`src/rtl/cgia_line_shifter.sv`:
```
// cgia_line_shifter: reads the double-banked line buffer and serializes 1bpp pixels MSB first
module cgia_line_shifter #(
    parameter int WORDS_PER_LINE = 40,
    parameter int ADDR_W = 6
) (
    input  logic              clk_i,
    input  logic              reset_i,
    input  logic              start_i,
    input  logic              dot_en_i,
    output logic              rd_en_o,
    output logic [ADDR_W:0]   rd_adr_o,
    input  logic [15:0]       rd_dat_i,
    output logic              bank_o,
    output logic              pixel_o,
    output logic              active_o,
    output logic              done_o
);
    typedef enum logic [1:0] {IDLE, PRIME0, PRIME1, SHIFT} state_t;
    localparam logic [ADDR_W-1:0] LAST = ADDR_W'(WORDS_PER_LINE - 1);
    localparam logic [ADDR_W:0] WPL = (ADDR_W + 1)'(WORDS_PER_LINE);
    state_t state, state_nxt;
    logic [15:0] shift, pre;
    logic [ADDR_W-1:0] wcnt, rd_idx;
    logic [ADDR_W:0] nxt2;
    logic [3:0] bcnt;
    logic rd_req, rd_pend, bank, done, wrap, last;
    // state register
    always_ff @(posedge clk_i) begin
        if (reset_i) state <= IDLE;
        else state <= state_nxt;
    end
    // next state, read strobe/address and pixel outputs
    always_comb begin
        wrap = state == SHIFT && dot_en_i && bcnt == 4'hF;
        last = wrap && wcnt == LAST;
        nxt2 = {1'b0, wcnt} + (ADDR_W + 1)'(2);
        state_nxt = (state == IDLE && start_i) ? PRIME0 :
                    (state == PRIME0) ? PRIME1 :
                    (state == PRIME1) ? SHIFT :
                    last ? IDLE : state;
        rd_en_o = state == PRIME0 || state == PRIME1 || rd_req;
        rd_adr_o = rd_en_o ? {bank, (state == PRIME0) ? ADDR_W'(0) :
                                    (state == PRIME1) ? ADDR_W'(1) : rd_idx} : '0;
        active_o = state == SHIFT;
        pixel_o = active_o & shift[15];
        bank_o = bank;
        done_o = done;
    end
    // bank toggle, shift/prefetch registers and word/bit counters
    always_ff @(posedge clk_i) begin
        if (reset_i) begin
            shift <= '0;
            pre <= '0;
            wcnt <= '0;
            rd_idx <= '0;
            bcnt <= '0;
            rd_req <= 1'b0;
            rd_pend <= 1'b0;
            bank <= 1'b0;
            done <= 1'b0;
        end else begin
            done <= last;
            rd_pend <= rd_en_o;
            rd_req <= wrap && nxt2 < WPL;
            rd_idx <= nxt2[ADDR_W-1:0];
            if (state == IDLE && start_i) begin
                bank <= ~bank;
                wcnt <= '0;
                bcnt <= '0;
            end
            if (state == PRIME1) shift <= rd_dat_i;
            if (state == SHIFT && rd_pend) pre <= rd_dat_i;
            if (state == SHIFT && dot_en_i) begin
                bcnt <= bcnt + 4'd1;
                shift <= (bcnt == 4'hF) ? pre : {shift[14:0], 1'b0};
                if (bcnt == 4'hF) wcnt <= wcnt + ADDR_W'(1);
            end
        end
    end
endmodule

```
`config.mk`:
```
export PLATFORM = sky130hd
export DESIGN_NAME = cgia_line_shifter
export DESIGN_NICKNAME = d
export VERILOG_FILES = /design/src/rtl/cgia_line_shifter.sv
export SDC_FILE = /design/constraint.sdc
export NUM_CORES = 1
export LEC_CHECK = 0
export CORE_MARGIN = 4
export CORE_UTILIZATION = 35
export CTS_CLUSTER_DIAMETER = 50
export DETAILED_ROUTE_END_ITERATION = 10
export PLACE_DENSITY = 0.51
export SKIP_CTS_REPAIR_TIMING = 1
export SLEW_MARGIN = 20
export SYNTH_ARGS = -nofsm -noshare
export SYNTH_HDL_FRONTEND = slang
export SYNTH_SLANG_ARGS = --single-unit
```
`constraint.sdc`:
```
create_clock -name clk_i -period 1.9 [get_ports clk_i]
set_input_delay 0.38 -clock clk_i [delete_from_list [all_inputs] [get_ports clk_i]]
set_output_delay 0.38 -clock clk_i [all_outputs]
set_load 0.02 [all_outputs]
```
== Word level (Yosys, flattened, before mapping) ==
Cells that the tools add are included.
Storage, ports and cells
  memories: 0
  bits in read-only memories: 0
  memory bits (writable): 0
  latch bits: 0
  bits in registers: 54
Cells by class
  bitwise operators: 2
  multiply operators: 0
  $add $sub $neg: 3
  reductions and logical operators: 14
  multiplexer cells: 15
  equality and inequality tests: 5
  shift-type cells: 0
  divide/modulo/power cells: 0
  order comparisons: 1
Operators by type and width (count)
  $mux 16: 3
  $mux 6: 5
  $mux 4: 2
  $add 6x2->7 const B: 1
  $lt 7x6->1 const B: 1
  $mux 7: 1
  $add 6x1->6 const B: 1
  $eq 6x6->1 const B: 1
  $logic_and 1x1->1: 6
  $mux 2: 3
  $add 4x1->4 const B: 1
  $eq 2x2->1 const B: 2
  $eq 4x4->1 const B: 1
  $reduce_bool 2->1: 2
  $reduce_bool 4->1: 1
  $reduce_bool 3->1: 1
  $eq 2x1->1 const B: 1
  $logic_not 2->1: 1
  $logic_or 1x1->1: 2
  $reduce_or 2->1: 1
  $and 1x1->1: 1
  $mux 1: 1
  $not 1->1: 1

== Logic depth before layout (Yosys ltp) ==
Gate-level depths: netlist of the first run.
  depth in word-level cells: 8
  mapped depth: 7

== Least setup slack after synthesis of the first run ==
Ideal clock, no wire load.
  kind: register to output
  start: register state[0]
  end: output port rd_adr_o[0]
  buffers on the path: 2
  setup slack: -0.005 ns
  stages on the path, launching flop included: 7
  data arrival time: 1.525 ns
  path through: dfxtp_1 > inv_1 > ha_1 > buf_4 > buf_2 > nor2_1 > nor3_1
Between the ends
  word-level cells in the longest chain between the ends: 4
RTL lines
  from (decl): RTL line 21  | state_t state, state_nxt;
  from (signal assigned): RTL line 30  | else state <= state_nxt;
  $eq 2x2->1 / $eq 2x1->1 (equally long branches): RTL line 41, 43, 42
  $mux 6 / $logic_or 1x1->1 (equally long branches): RTL line 43, 41
  $mux 6 / $logic_or 1x1->1 (equally long branches): RTL line 42, 41
  $mux 7 *: RTL line 42  | rd_adr_o = rd_en_o ? {bank, (state == PRIME0) ? ADDR_W'(0) :
  to (decl): RTL line 11  | output logic [ADDR_W:0] rd_adr_o,
Mark *: on every way between the ends. The rest lies on a longest branch, timed or not.

== Worst setup path in the final report of the first run ==
  start: register state[0]
  end: output port rd_adr_o[5]
Same word-level chain as after synthesis.

==> metrics.md, run 1 <==
| Metric | Value |
|---|---|
| Status | completed |
| CP endpoint kind | primary output |
| GRT Residual Overflow | 0 |
| Core outline area | roughly 7300 µm² |
| Post-route design area | around 3200 µm² |
| Pin count of the biggest net entering global routing | 44 |
| CTS Buf Count | 5 |
| Finish-stage setup viols | 0 |
| CP cell instances | inv_2 > ha_4 > nor2_4 > nor3_2 > buf_4 > and2_1 > buf_4 |
| Initial antenna violation count | 0 |
| PD cells | 649 nW/µm² |
| Peak Freq | 528 MHz |
| Cell Area, Synth | approximately 2600 µm² |
| NumNets Final | around 370 |
| Top FF cell, synth | dfxtp_1 |
| Tmin final | 1.89 ns |
| Seq cells post-synth | between 50 and 60 |
| Die height | 94.5 µm |
| DP Area | 3070 µm² |
| Synth area leaders | dfxtp_1 41%, nand2_1 10%, a311oi_1 6.0%, a211oi_1 4.6%, nor2b_1 4.1% |
| Routed WL | 6.18 mm |
| Critical-path maximum fanout | 5 |
| I/O pin count | 32 |
| CTS tree | yes |
| CP max stage delay | 0.35 ns |
| Max stage delay cell, worst path | dfxtp_2 |
| Site Rows | 31 |
| WP buf/inv | 3 |
| Setup CP Type | reg -> out |
| P_leak | 0.00117 µW |
| Number of distinct library cells after synthesis | 48 |
| Chip Width | about 94 µm |
| First-pass GRT wire length | 10.5 mm |
| Vias per Instance | around 5 |
| Starting Density | 0.361 |
| Post-layout util | 0.442 |
| Worst-Margin Slew | around 0.39 ns |
| Gr usage total | 0.149 |
| Worst vdd ir | 284 µV |
| DRT iter0 DRCs | approximately 100 |
| Hold Vio Cnt, Final | 0 |
| Worst-Skew Late Latency | 0.31 ns |
| Clock Sinks | 54 |
| WL per Instance | 14.1 µm |
| Share of cells above drive strength 1 | 0.159 |
| Worst setup SP type | flop |
| H-tree depth | 2 |
| IO Port Bufs | 31 |
| Max-slew violation count | 0 |
| Count leader, synth | nand2_1 |
| Vias | 2,239 |
| Sw Ratio | 0.245 |
| Area growth, synth to finish | 22.6% |
| Reg clk slew, reported paths | 0.09 ns |
| Clk_skew | 0.00939 ns |
| HPWL after DPL | 4.08 mm |
| Root Buffer Master | clkbuf_8 |
| Ys Warns | 0 |
| Top cell type's share of synthesized area | 0.413 |
| RSZ-0062 raised after global routing | yes |
| Die Area | between 8000 and 9000 µm² |
| CP Data Required Time | 1.52 ns |
| Most common cell on crit path | buf_4 |
| Ys async rst share | 0 |
| Net load switching power | 510 µW |
| Worst path top cell family by delay | flip-flops |
| Slew headroom | 0.736 |
| Final Non-Filler Cells | 438 |
| Synth area leader | dfxtp_1 |
| Internal | about 1600 µW |
| RePlAce Congestion | 0.792 |
| Seq/Total Area, Yosys | 0.413 |
| Average cell area after synthesis | 8.58 µm² |
| Post-synth EDFFs | 0 |
| Maxcap violations | 0 |
| Clock buffer depth | 2 |
| Antenna diode count | 0 |
| Synthesized Nets | approximately 330 |
| Sequential share of power | 0.557 |
| CP arrival | 1.51 ns |
| Clk pwr share | 0.324 |
| Hold/Removal Path Class | in -> reg |
| Final Cycle Share | 0.997 |
| Pre-antenna DRT Iters | 4 |
| Vias in the first global route | 2,185 |
| DP Cell Count | 430 |
| Post-synthesis cell count | 305 |
| DR DRC count | 0 |
| Commonest cells post-synth | 70 x nand2_1, 54 x dfxtp_1, 21 x a21oi_1 |
| Gate power share | 0.119 |
| Routed Antenna Nets | 0 |
==> layout make-up <==
class                           instances  area (µm²)
Clock buffer                            6        82.6
Clock inverter                          2        12.5
Fill cell                             745        4050
Inverter                                5        18.8
Multi-Input combinational cell        221        1390
Sequential cell                        54        1080
Tap cell                               99         124
Timing Repair Buffer                   51         499
==> layout by cell type (no fill, tap or decap), drive strengths merged, types with 2 or more instances in the layout <==
cell type / count
nor3: 3
and3b: 2
dfxtp: 54
xor2: 3
and3: 2
a31oi: 4
nand3: 8
nand4: 2
a211oi: 16
o21ai: 2
and2: 8
a21oi: 21
and2b: 2
o211ai: 3
nand2: 71
a22oi: 2
mux2i: 2
clkdlybuf4s50: 20
or3: 3
o41ai: 2
nor2b: 17
clkbuf: 7
buf: 27
dlymetal6s2s: 3
nor2: 11
inv: 5
ha: 7
a311oi: 18
==> metal layers <==
layer | track usage | up-vias | part of all wire
met1 | 0.187 | 1052 | 0.47
met3 | 0.0271 | 7 | 0.038
li1 | - | 1144 | -
met5 | 0 | - | 0
met4 | 0.0457 | 0 | 0.013
met2 | 0.258 | 36 | 0.48
==> per-stage QoR <==
stage	hold WS [ns]	worst slack [ns]	TNS (ns)	total power, µW
after global routing	0.414	-0.0822	-0.396	2180
after floorplan	0.437	0.0997	0	1300
final	0.415	0.00534	0	2080
after global placement	0.443	-0.179	-0.998	1420
after CTS	0.405	-0.579	-4.58	2110
after detailed placement	0.447	-0.224	-1.32	1420
==> state kept, by name (all words and copies together) (netlist names) <==
register,cells
rd_req,1
rd_pend,1
shift,16
pre,16
wcnt,6
state,2
done_o,1
bcnt,4
bank_o,1
rd_idx,6
==> cells by family (layout without fill, tap and decap cells) <==
logic type,after synthesis,in the layout,share of synthesized area
AO/OA/AOI/OAI,74,74,0.206
AND/OR/NAND/NOR,133,133,0.252
multiplexers,3,3,0.0120
XOR/XNOR,4,4,0.0134
adder cells (fa/ha/maj),7,7,0.0335
flip-flops,54,54,0.413
buffers and inverters,30,64,0.0698
==> power by group through the flow <==
stage	sequential [µW]	clock (µW)	combinational, µW
2_1_floorplan	1190	0	111
3_3_place_gp	1180	0	236
3_5_place_dp	1190	0	238
4_1_cts	1160	714	238
5_1_grt	1160	750	271
6_report	1160	674	247
==> path summary, 6_finish.rpt <==
kind	start	end	slack, ns	depth (start not counted)
setup reg to reg	state[0]	wcnt[5]	0.13	6
hold / removal	reset_i	rd_idx[1]	0.42	2
hold reg to reg	pre[9]	pre[9]	0.46	2
setup / recovery	state[0]	rd_adr_o[5]	0.005	7
Power figures use the tool's default switching activity.
==> run 2, diff against run 1 <==
--- a/config.mk
+++ b/config.mk
@@ -6,10 +6,11 @@
 export NUM_CORES = 1
 export LEC_CHECK = 0
 export CORE_MARGIN = 4
-export CORE_UTILIZATION = 35
+export CORE_UTILIZATION = 50
 export CTS_CLUSTER_DIAMETER = 50
+export CTS_CLUSTER_SIZE = 8
 export DETAILED_ROUTE_END_ITERATION = 10
-export PLACE_DENSITY = 0.51
+export PLACE_DENSITY = 0.7
 export SKIP_CTS_REPAIR_TIMING = 1
 export SLEW_MARGIN = 20
 export SYNTH_ARGS = -nofsm -noshare
==> run 2 against run 1 <==
  * The run now ends with setup timing left
  * Routed wire length shrank 8.3%
  * Power shrank 2.6%
  * Sequential share of layout area grew 0.44 points
==> metrics.md, run 2 (synthesized netlist as in run 1, its figures left out) <==
| Metric | Value |
|---|---|
| Status | finished, violations left |
| Failing checks | setup timing |
| NumNets Final | 365 (unchanged) |
| Gr usage total | 0.184 (+0.0350) |
| Hold_sp | pre[3] |
| Max stage delay cell, worst path | dfxtp_2 |
| Vias in the first global route | 2,162 (-1.1%) |
| Slack of the critical path | -0.0183 ns (-0.0236 ns) |
| Root Buffer Master | clkbuf_8 |
| Share of cells above drive strength 1 | 0.169 (+0.00935) |
| DP Area | 3030 µm² (-1.6%) |
| Biggest regs | pre: 16 flops, shift: 16 flops |
| Antenna diode count | 0 (unchanged) |
| Slew headroom | 0.710 (-0.0267) |
| CP arrival | 1.54 ns (+0.03 ns) |
| Dpl ws | -0.274 ns (-0.0504 ns) |
| Worst-Skew Late Latency | 0.30 ns (about the same) |
| P_leak | 0.00117 µW (-0.22%) |
| Commonest non-fill, non-tap cell in the layout | nand2_1 |
| Crit path from | state[1] |
| Pre-antenna DRT Iters | 4 (unchanged) |
| Clk_skew | 0.00833 ns (-0.00106 ns) |
| Chip Width | 80.3 µm (-15%) |
| Vias | 2,262 (+1.0%) |
| Maxcap violations | 0 (unchanged) |
| Clock Sinks | 54 (unchanged) |
| Hold/Removal Path Class | reg -> reg |
| Peak Freq | 521 MHz (-1.2%) |
| Initial antenna violation count | 0 (unchanged) |
| HPWL after DPL | 3.87 mm (-5.3%) |
| Setup CP Type | reg -> out |
| CP endpoint kind | primary output |
| First-pass GRT wire length | 9.56 mm (-9.2%) |
| CP max stage delay | 0.33 ns (-0.02 ns) |
| DR DRC count | 0 (unchanged) |
| Post-route design area | 3170 µm² (-1.3%) |
| Pin count of the biggest net entering global routing | 35 (-20%) |
| Die Area | 6450 µm² (-28%) |
| CTS tree | yes |
| Critical-path maximum fanout | 5 (unchanged) |
| Critical R2R Launch | state[1] |
| I/O pin count | 32 (unchanged) |
| Finish-stage setup viols | 5 (+5) |
| Worst-Margin Slew | 0.436 ns (+0.0406 ns) |
| Reg clk slew, reported paths | 0.10 ns (about the same) |
| Core outline area | 5070 µm² (-30%) |
| GRT Residual Overflow | 0 (unchanged) |
| RePlAce Congestion | 0.807 (+1.9%) |
| Area growth, synth to finish | 21.0% |
| H-tree depth | 2 (unchanged) |
| Clock buffer depth | 2 (unchanged) |
| WL per Instance | 13.9 µm (-1.5%) |
| Tmin final | 1.92 ns (+0.0236 ns) |
| CTS Buf Count | 5 (unchanged) |
| IO Port Bufs | 31 (unchanged) |
| Post-layout util | 0.624 (+0.182) |
| PD cells | 640 nW/µm² (-1.3%) |
| Worst setup SP type | flop |
| Max-slew violation count | 0 (unchanged) |
| Routed Antenna Nets | 0 (unchanged) |
| Total power | 2030 µW (-2.6%) |
| Die height | 80.3 µm (-15%) |
| Starting Density | 0.516 (+0.155) |
| Hold Vio Cnt, Final | 0 (unchanged) |
| CP cell instances | buf_4 > ha_2 > nor3_2 > buf_4 > and2_1 > buf_6 |
| Site Rows | 26 (-16%) |
| Most common cell on crit path | buf_4 |
| Most frequent cells in the layout | 70 x nand2_1, 52 x dfxtp_1, 21 x a21oi_1 |
| Routed WL | 5.67 mm (-8.3%) |
| CP Data Required Time | 1.52 ns (about the same) |
| DRT iter0 DRCs | 109 (+6.9%) |
| Final Cycle Share | 1.01 (+0.0124) |
| Vias per Instance | 5.54 (+8.5%) |
| RSZ-0062 raised after global routing | yes |
| Worst vdd ir | 435 µV (+53%) |
| Setup TNS | -0.0577 ns (-0.0577 ns) |
## run 2: area by class of cell
type	instances	area, µm²
Tap cell	70	87.6
Clock buffer	5	68.8
Inverter	5	18.8
Multi-Input combinational cell	221	1400
Fill cell	462	1910
Sequential cell	54	1080
Clock inverter	2	13.8
Timing Repair Buffer	51	497
## run 2: path summary, 6_finish.rpt
path                      end  slack (ns)  cells past startpoint
hold / removal         pre[3]        0.46                      2
setup reg to reg     state[0]        0.19                      7
setup / recovery  rd_adr_o[2]       -0.02                      6
hold reg to reg        pre[3]        0.46                      2
## run 2: where the power goes
part | internal, µW | leakage [µW] | switching [µW] | total (µW)
sequential | 1150 | 0.000437 | 10.0 | 1160
clock | 256 | 0.0000444 | 366 | 622
combinational | 124 | 0.000687 | 122 | 246
total | 1530 | 0.00117 | 498 | 2030
## run 2: per-layer routing
| metal | up-vias | GRT usage | part of all wire |
|---|---|---|---|
| met2 | 39 | 0.325 | 0.47 |
| met3 | 9 | 0.0359 | 0.041 |
| met5 | - | 0 | 0 |
| met4 | 0 | 0.0574 | 0.014 |
| met1 | 1070 | 0.223 | 0.47 |
| li1 | 1144 | - | - |
## run 2: stage by stage
step	cells	hold WS [ns]
after detailed placement	401	0.447
final	408	0.459
after global routing	408	0.474
after global placement	401	0.442
after CTS	408	0.461
after floorplan	305	0.437
## run 2: critical path, delay by kind of cell, from the launching register on
family,cells,cell delay (ns)
DFF,1,0.33
adders and majority gates,1,0.18
buffers and inverters,3,0.41
and+or+nand+nor,2,0.33
==> run 3, diff against run 2 <==
--- a/config.mk
+++ b/config.mk
@@ -5,6 +5,7 @@
 export SDC_FILE = /design/constraint.sdc
 export NUM_CORES = 1
 export LEC_CHECK = 0
+export ABC_CLOCK_PERIOD_IN_PS = 1900
 export CORE_MARGIN = 4
 export CORE_UTILIZATION = 50
 export CTS_CLUSTER_DIAMETER = 50
==> results of run 3 <==
Final layout, timing and power as in run 2 (identical DEF).
==> variant 1 (flow settings as in run 3) <==
Encoding of `state_t`: now one-hot (4 bits for 4 states).
--- a/src/rtl/cgia_line_shifter.sv
+++ b/src/rtl/cgia_line_shifter.sv
@@ -15,7 +15,7 @@
     output logic              active_o,
     output logic              done_o
 );
-    typedef enum logic [1:0] {IDLE, PRIME0, PRIME1, SHIFT} state_t;
+    typedef enum logic [3:0] {IDLE = 4'b0001, PRIME0 = 4'b0010, PRIME1 = 4'b0100, SHIFT = 4'b1000} state_t;
     localparam logic [ADDR_W-1:0] LAST = ADDR_W'(WORDS_PER_LINE - 1);
     localparam logic [ADDR_W:0] WPL = (ADDR_W + 1)'(WORDS_PER_LINE);
     state_t state, state_nxt;
Function: no difference found for any inputs over 10 cycles, from zero or initial values and one cycle with reset_i high; not proved beyond that.
==> variant 1 against run 3 <==
Design area up 5.2%. Non-clock buffer count rose by 1. Sequential cell count increased by 2. Die area rose by 2.5%. Largest power group unchanged. Maximum frequency rose by 5.8%. Cell count unchanged. Area after synthesis is 2.8% higher. Core utilization rose by 2.0 points. Total power grew 13%. Worst setup slack gained 0.11 ns. Sequential share of layout area fell by 0.29 points. Routed wire length rose by 2.7%.
==> variant 1: results (changes against run 3) <==
| Metric | Value |
|---|---|
| Run status | complete, no violations |
| Reg2reg end | wcnt[2]$_SDFF_PP0_ |
| DRT Wirelength | 5824 um (+2.7%) |
| Ranking of synthesized cells by area | sky130_fd_sc_hd__dfxtp_1 (42%), sky130_fd_sc_hd__mux2i_1 (12%), sky130_fd_sc_hd__a21oi_1 (7.8%) |
| Register share of total power | 0.536 (-0.036) |
| Critical Path Start Type | register |
| Share of power burned in combinational logic | 0.116 (-0.005) |
| DP Wirelength | 3898 um (+0.81%) |
| Vias after detailed routing | 2,248 (-0.62%) |
| Worst setup startpoint | state[2]$_SDFFE_PP0P_ |
| Tot GR Track Use | 0.1865 (+0.002723) |
| Sink of the worst hold path | shift[3]$_SDFFE_PP0P_ |
| Number of warnings issued by yosys | 0 (unchanged) |
| Number of nets in the layout | 360 (-1.4%) |
| Comb pwr | 264 uW (+7%) |
| Hold-critical path depth | 2 (unchanged) |
| CP Data Arrival Time | 1.43 ns (-0.11 ns) |
| Register-to-register setup slack | 0.13 ns (-0.06 ns) |
| Clock insertion delay at the later pin of the skew report | 0.32 ns (+0.02 ns) |
| Number of levels the H-tree was split into | 2 (unchanged) |
| Inst Count DP | 400 (-0.25%) |
| Post-synthesis net count | 326 (-1.8%) |
| Initial DRC Count | 124 (+14%) |
| # fillers | 440 (-4.8%) |
| Cell area reported after detailed placement | 3152 um^2 (+4.2%) |
| Worst-case setup slack after placement | -0.01170 ns (+0.2623 ns) |
| Leakage component of the power | 1.498 nW (+28%) |
| Length in cells of the worst reg-to-reg path | 5 (-2) |
| Netlist cell types | 45 (-6.3%) |
| Mean number of vias per cell | 5.510 (-0.62%) |
| Critical-path maximum fanout | 6 (+1) |
| Headroom to the max-slew limit | 0.6331 (-0.07655) |
| Sw Ratio | 0.2471 (+0.001409) |
| Via count of the first global-routing pass | 2,058 (-4.8%) |
| Wire length of the first global-routing pass | 9632 um (+0.80%) |
| Slowest CP cell | sky130_fd_sc_hd__dfxtp_4 |
| Worst-case setup margin in the final layout | 0.08730 ns (+0.1056 ns) |
| Synth top cells by count | sky130_fd_sc_hd__dfxtp_1 (56), sky130_fd_sc_hd__a21oi_1 (42), sky130_fd_sc_hd__mux2i_1 (32) |
| Number of instances in the synthesized netlist | 303 (-0.66%) |
| Hold/Removal Path Class | register to register |
| Iteration count of the initial detailed-routing pass | 4 (unchanged) |
| Worst hold slack across all endpoints | 0.4567 ns (-0.002158 ns) |
| Sequential fraction of the synthesis area | 0.4167 (+0.003545) |
| Highest ir drop seen on vdd | 0.4793 mV (+10%) |
| Fraction of layout cells with a size suffix above 1 | 0.1450 (-0.02367) |
| Routability congestion estimate from global placement | 0.8210 (+1.7%) |
| Skew final | 0.01157 ns (+0.003235 ns) |
| CP max stage delay | 0.42 ns (+0.09 ns) |
| Worst setup endpoint | rd_adr_o[3] |
| Number of buffers added on ports | 31 (unchanged) |
| Startpoint of the tightest hold check path | shift[3]$_SDFFE_PP0P_ |
| Maximum number of pins on one net before global-route repair | 33 (-5.7%) |
variant 1: cell types whose count changed after synthesis, moves of 16 or more:
cell	before	now
sky130_fd_sc_hd__mux2i_1	2	32
sky130_fd_sc_hd__a211oi_1	16	0
sky130_fd_sc_hd__a21oi_1	21	42
sky130_fd_sc_hd__a311oi_1	18	1
sky130_fd_sc_hd__nand2_1	70	30
variant 1: layer usage:
layer  vias up  routed length [um]  track usage
met1      1072                2826       0.2551
met4         0                  70      0.05405
met5         -                   0            0
met2        28                2757       0.2907
li1       1141                   -            -
met3         7                 170      0.04545
variant 1: logic make-up (layout without fill, tap and decap cells):
| kind of cell | Yosys count | in the layout | share of synthesized area |
|---|---|---|---|
| XOR/XNOR | 5 | 5 | 0.01628 |
| adder cells (fa/ha/maj) | 3 | 3 | 0.01395 |
| buffers and inverters | 27 | 62 | 0.05116 |
| multiplexers | 32 | 32 | 0.1191 |
| flip-flops | 56 | 56 | 0.4167 |
| AND/OR/NAND/NOR | 102 | 102 | 0.1940 |
| AO/OA/AOI/OAI | 78 | 78 | 0.1888 |
variant 1: final cells by class:
class / instances / area, um^2 / share of cell area
Clock buffer: 6 / 72.57 / 0.02179
Multi-Input combinational cell: 220 / 1469 / 0.4410
Clock inverter: 2 / 38.79 / 0.01165
Inverter: 2 / 7.507 / 0.002254
Timing Repair Buffer: 52 / 525.5 / 0.1578
Tap cell: 70 / 87.58 / 0.02630
Sequential cell: 56 / 1130 / 0.3392
variant 1: critical path: cells and delay by family (launching register included):
family,cells,cell delay (ns)
flip-flops,1,0.42
AND/OR/NAND/NOR,2,0.30
buffers and inverters,1,0.21
XOR/XNOR,1,0.19
==> variant 2 (settings of run 3) <==
Made on the original files. The parameter `ADDR_W` goes from 6 to 7.
--- a/src/rtl/cgia_line_shifter.sv
+++ b/src/rtl/cgia_line_shifter.sv
@@ -1,7 +1,7 @@
 // cgia_line_shifter: reads the double-banked line buffer and serializes 1bpp pixels MSB first
 module cgia_line_shifter #(
     parameter int WORDS_PER_LINE = 40,
-    parameter int ADDR_W = 6
+    parameter int ADDR_W = 7
 ) (
     input  logic              clk_i,
     input  logic              reset_i,
Ports: changed (resized rd_adr_o); port bits go from 32 to 33. No check against the original RTL was run, so the function may have changed too.
==> variant 2 against run 3 <==
The run still ends with negative setup slack left. Design area grew 3.2%. Area after synthesis increased by 0.38%. Routed wire length grew 1.3%. Sequential cell count up 2. First-iteration DRC count grew 59%. Worst setup slack got worse by 0.066 ns.
Power is not compared: it rests on default switching activity, and its combinational part moved more than twofold at a synthesized area within 25%.
==> variant 2: results (changes against run 3) <==
| Metric | Value |
|---|---|
| Final setup fails | 4 (-1) |
| Number of instances in the synthesized netlist | 320 (+4.9%) |
| Fraction of layout cells with a size suffix above 1 | 0.1750 (+0.006361) |
| Post-synthesis net count | 347 (+4.5%) |
| Met1 routing resource usage after global routing | 0.2661 (+0.04281) |
| Netlist cell types | 38 (-21%) |
| Routed wl met2 | 2701 um (+0.82%) |
| Inst Count DP | 420 (+4.7%) |
| Synth top cells by count | sky130_fd_sc_hd__nand2_1 (72), sky130_fd_sc_hd__dfxtp_1 (56), sky130_fd_sc_hd__a21oi_1 (29) |
| Number of nets in the layout | 386 (+5.8%) |
| Wire length of the first global-routing pass | 9735 um (+1.9%) |
| Worst-case setup slack after placement | -0.2108 ns (+0.06320 ns) |
| Routability congestion estimate from global placement | 0.8653 (+7.2%) |
| Average wire per standard cell | 13.36 um (-3.9%) |
| Multiplexer fraction of the synthesized cell area | 0.01143 (-0.0005220) |
| Violated checks | negative setup slack |
| Headroom to the max-slew limit | 0.6915 (-0.01815) |
| Sequential fraction of the synthesis area | 0.4269 (+0.01367) |
| Run status | complete, but fails checks |
| Metal-1 WL | 2750 um (+2.8%) |
| Initial DRC Count | 173 (+59%) |
| Xor-xnor portion of the synthesized cell area | 0.01667 (+0.003284) |
| Clock net sink count | 56 (+3.7%) |
| Number of buffers added on ports | 32 (+3.2%) |
| Setup Total Neg Slack | -0.3203 ns (-0.2625 ns) |
| Worst-case setup margin in the final layout | -0.08451 ns (-0.06625 ns) |
==> variant 2: changes by cell type after synthesis, moves of 3 or more <==
cell,run 3,this run
sky130_fd_sc_hd__a211oi_1,16,20
sky130_fd_sc_hd__a21oi_1,21,29
sky130_fd_sc_hd__a311oi_1,18,15
sky130_fd_sc_hd__and2_1,6,9
sky130_fd_sc_hd__buf_2,9,12
sky130_fd_sc_hd__buf_4,5,0
sky130_fd_sc_hd__clkbuf_1,6,9
sky130_fd_sc_hd__nor2_1,11,22
sky130_fd_sc_hd__nor3_1,3,6
==> variant 2: path summary, 6_finish.rpt <==
path                    startpoint                    to  slack, ns
max          state[0]$_SDFFE_PP0P_           rd_adr_o[2]      -0.08
min           pre[14]$_SDFFE_PP0P_  pre[14]$_SDFFE_PP0P_       0.46
max reg2reg     wcnt[1]$_SDFF_PP0_     rd_req$_SDFF_PP0_       0.21
min reg2reg   pre[14]$_SDFFE_PP0P_  pre[14]$_SDFFE_PP0P_       0.46
==> variant 2: stage by stage <==
step             util  instance area (um^2)  hold slack [ns]
2_1_floorplan       -                  2636           0.4365
3_3_place_gp   0.6078                  3104           0.4422
3_5_place_dp   0.6078                  3104           0.4471
4_1_cts        0.6257                  3196           0.4616
5_1_grt        0.6399                  3268           0.4793
6_report       0.6399                  3268           0.4595
==> variant 2: power by group through the flow <==
stage	clock network (mW)	registers (mW)	logic, mW
after floorplan	0	1.31	0.449
after global placement	0	1.31	0.746
after detailed placement	0	1.31	0.757
after CTS	0.691	1.28	0.761
after global routing	0.741	1.30	0.995
final	0.659	1.29	0.895
==> variant 2: cell type report <==
class                      count  area (um^2)
inverter                       3        11.26
clock inverter                 3        22.52
clock buffer                   5        68.82
timing repair buffer          56        519.2
sequential                    56         1124
multi-input combinational    237         1435
fill                         491         1839
tap                           70        87.58
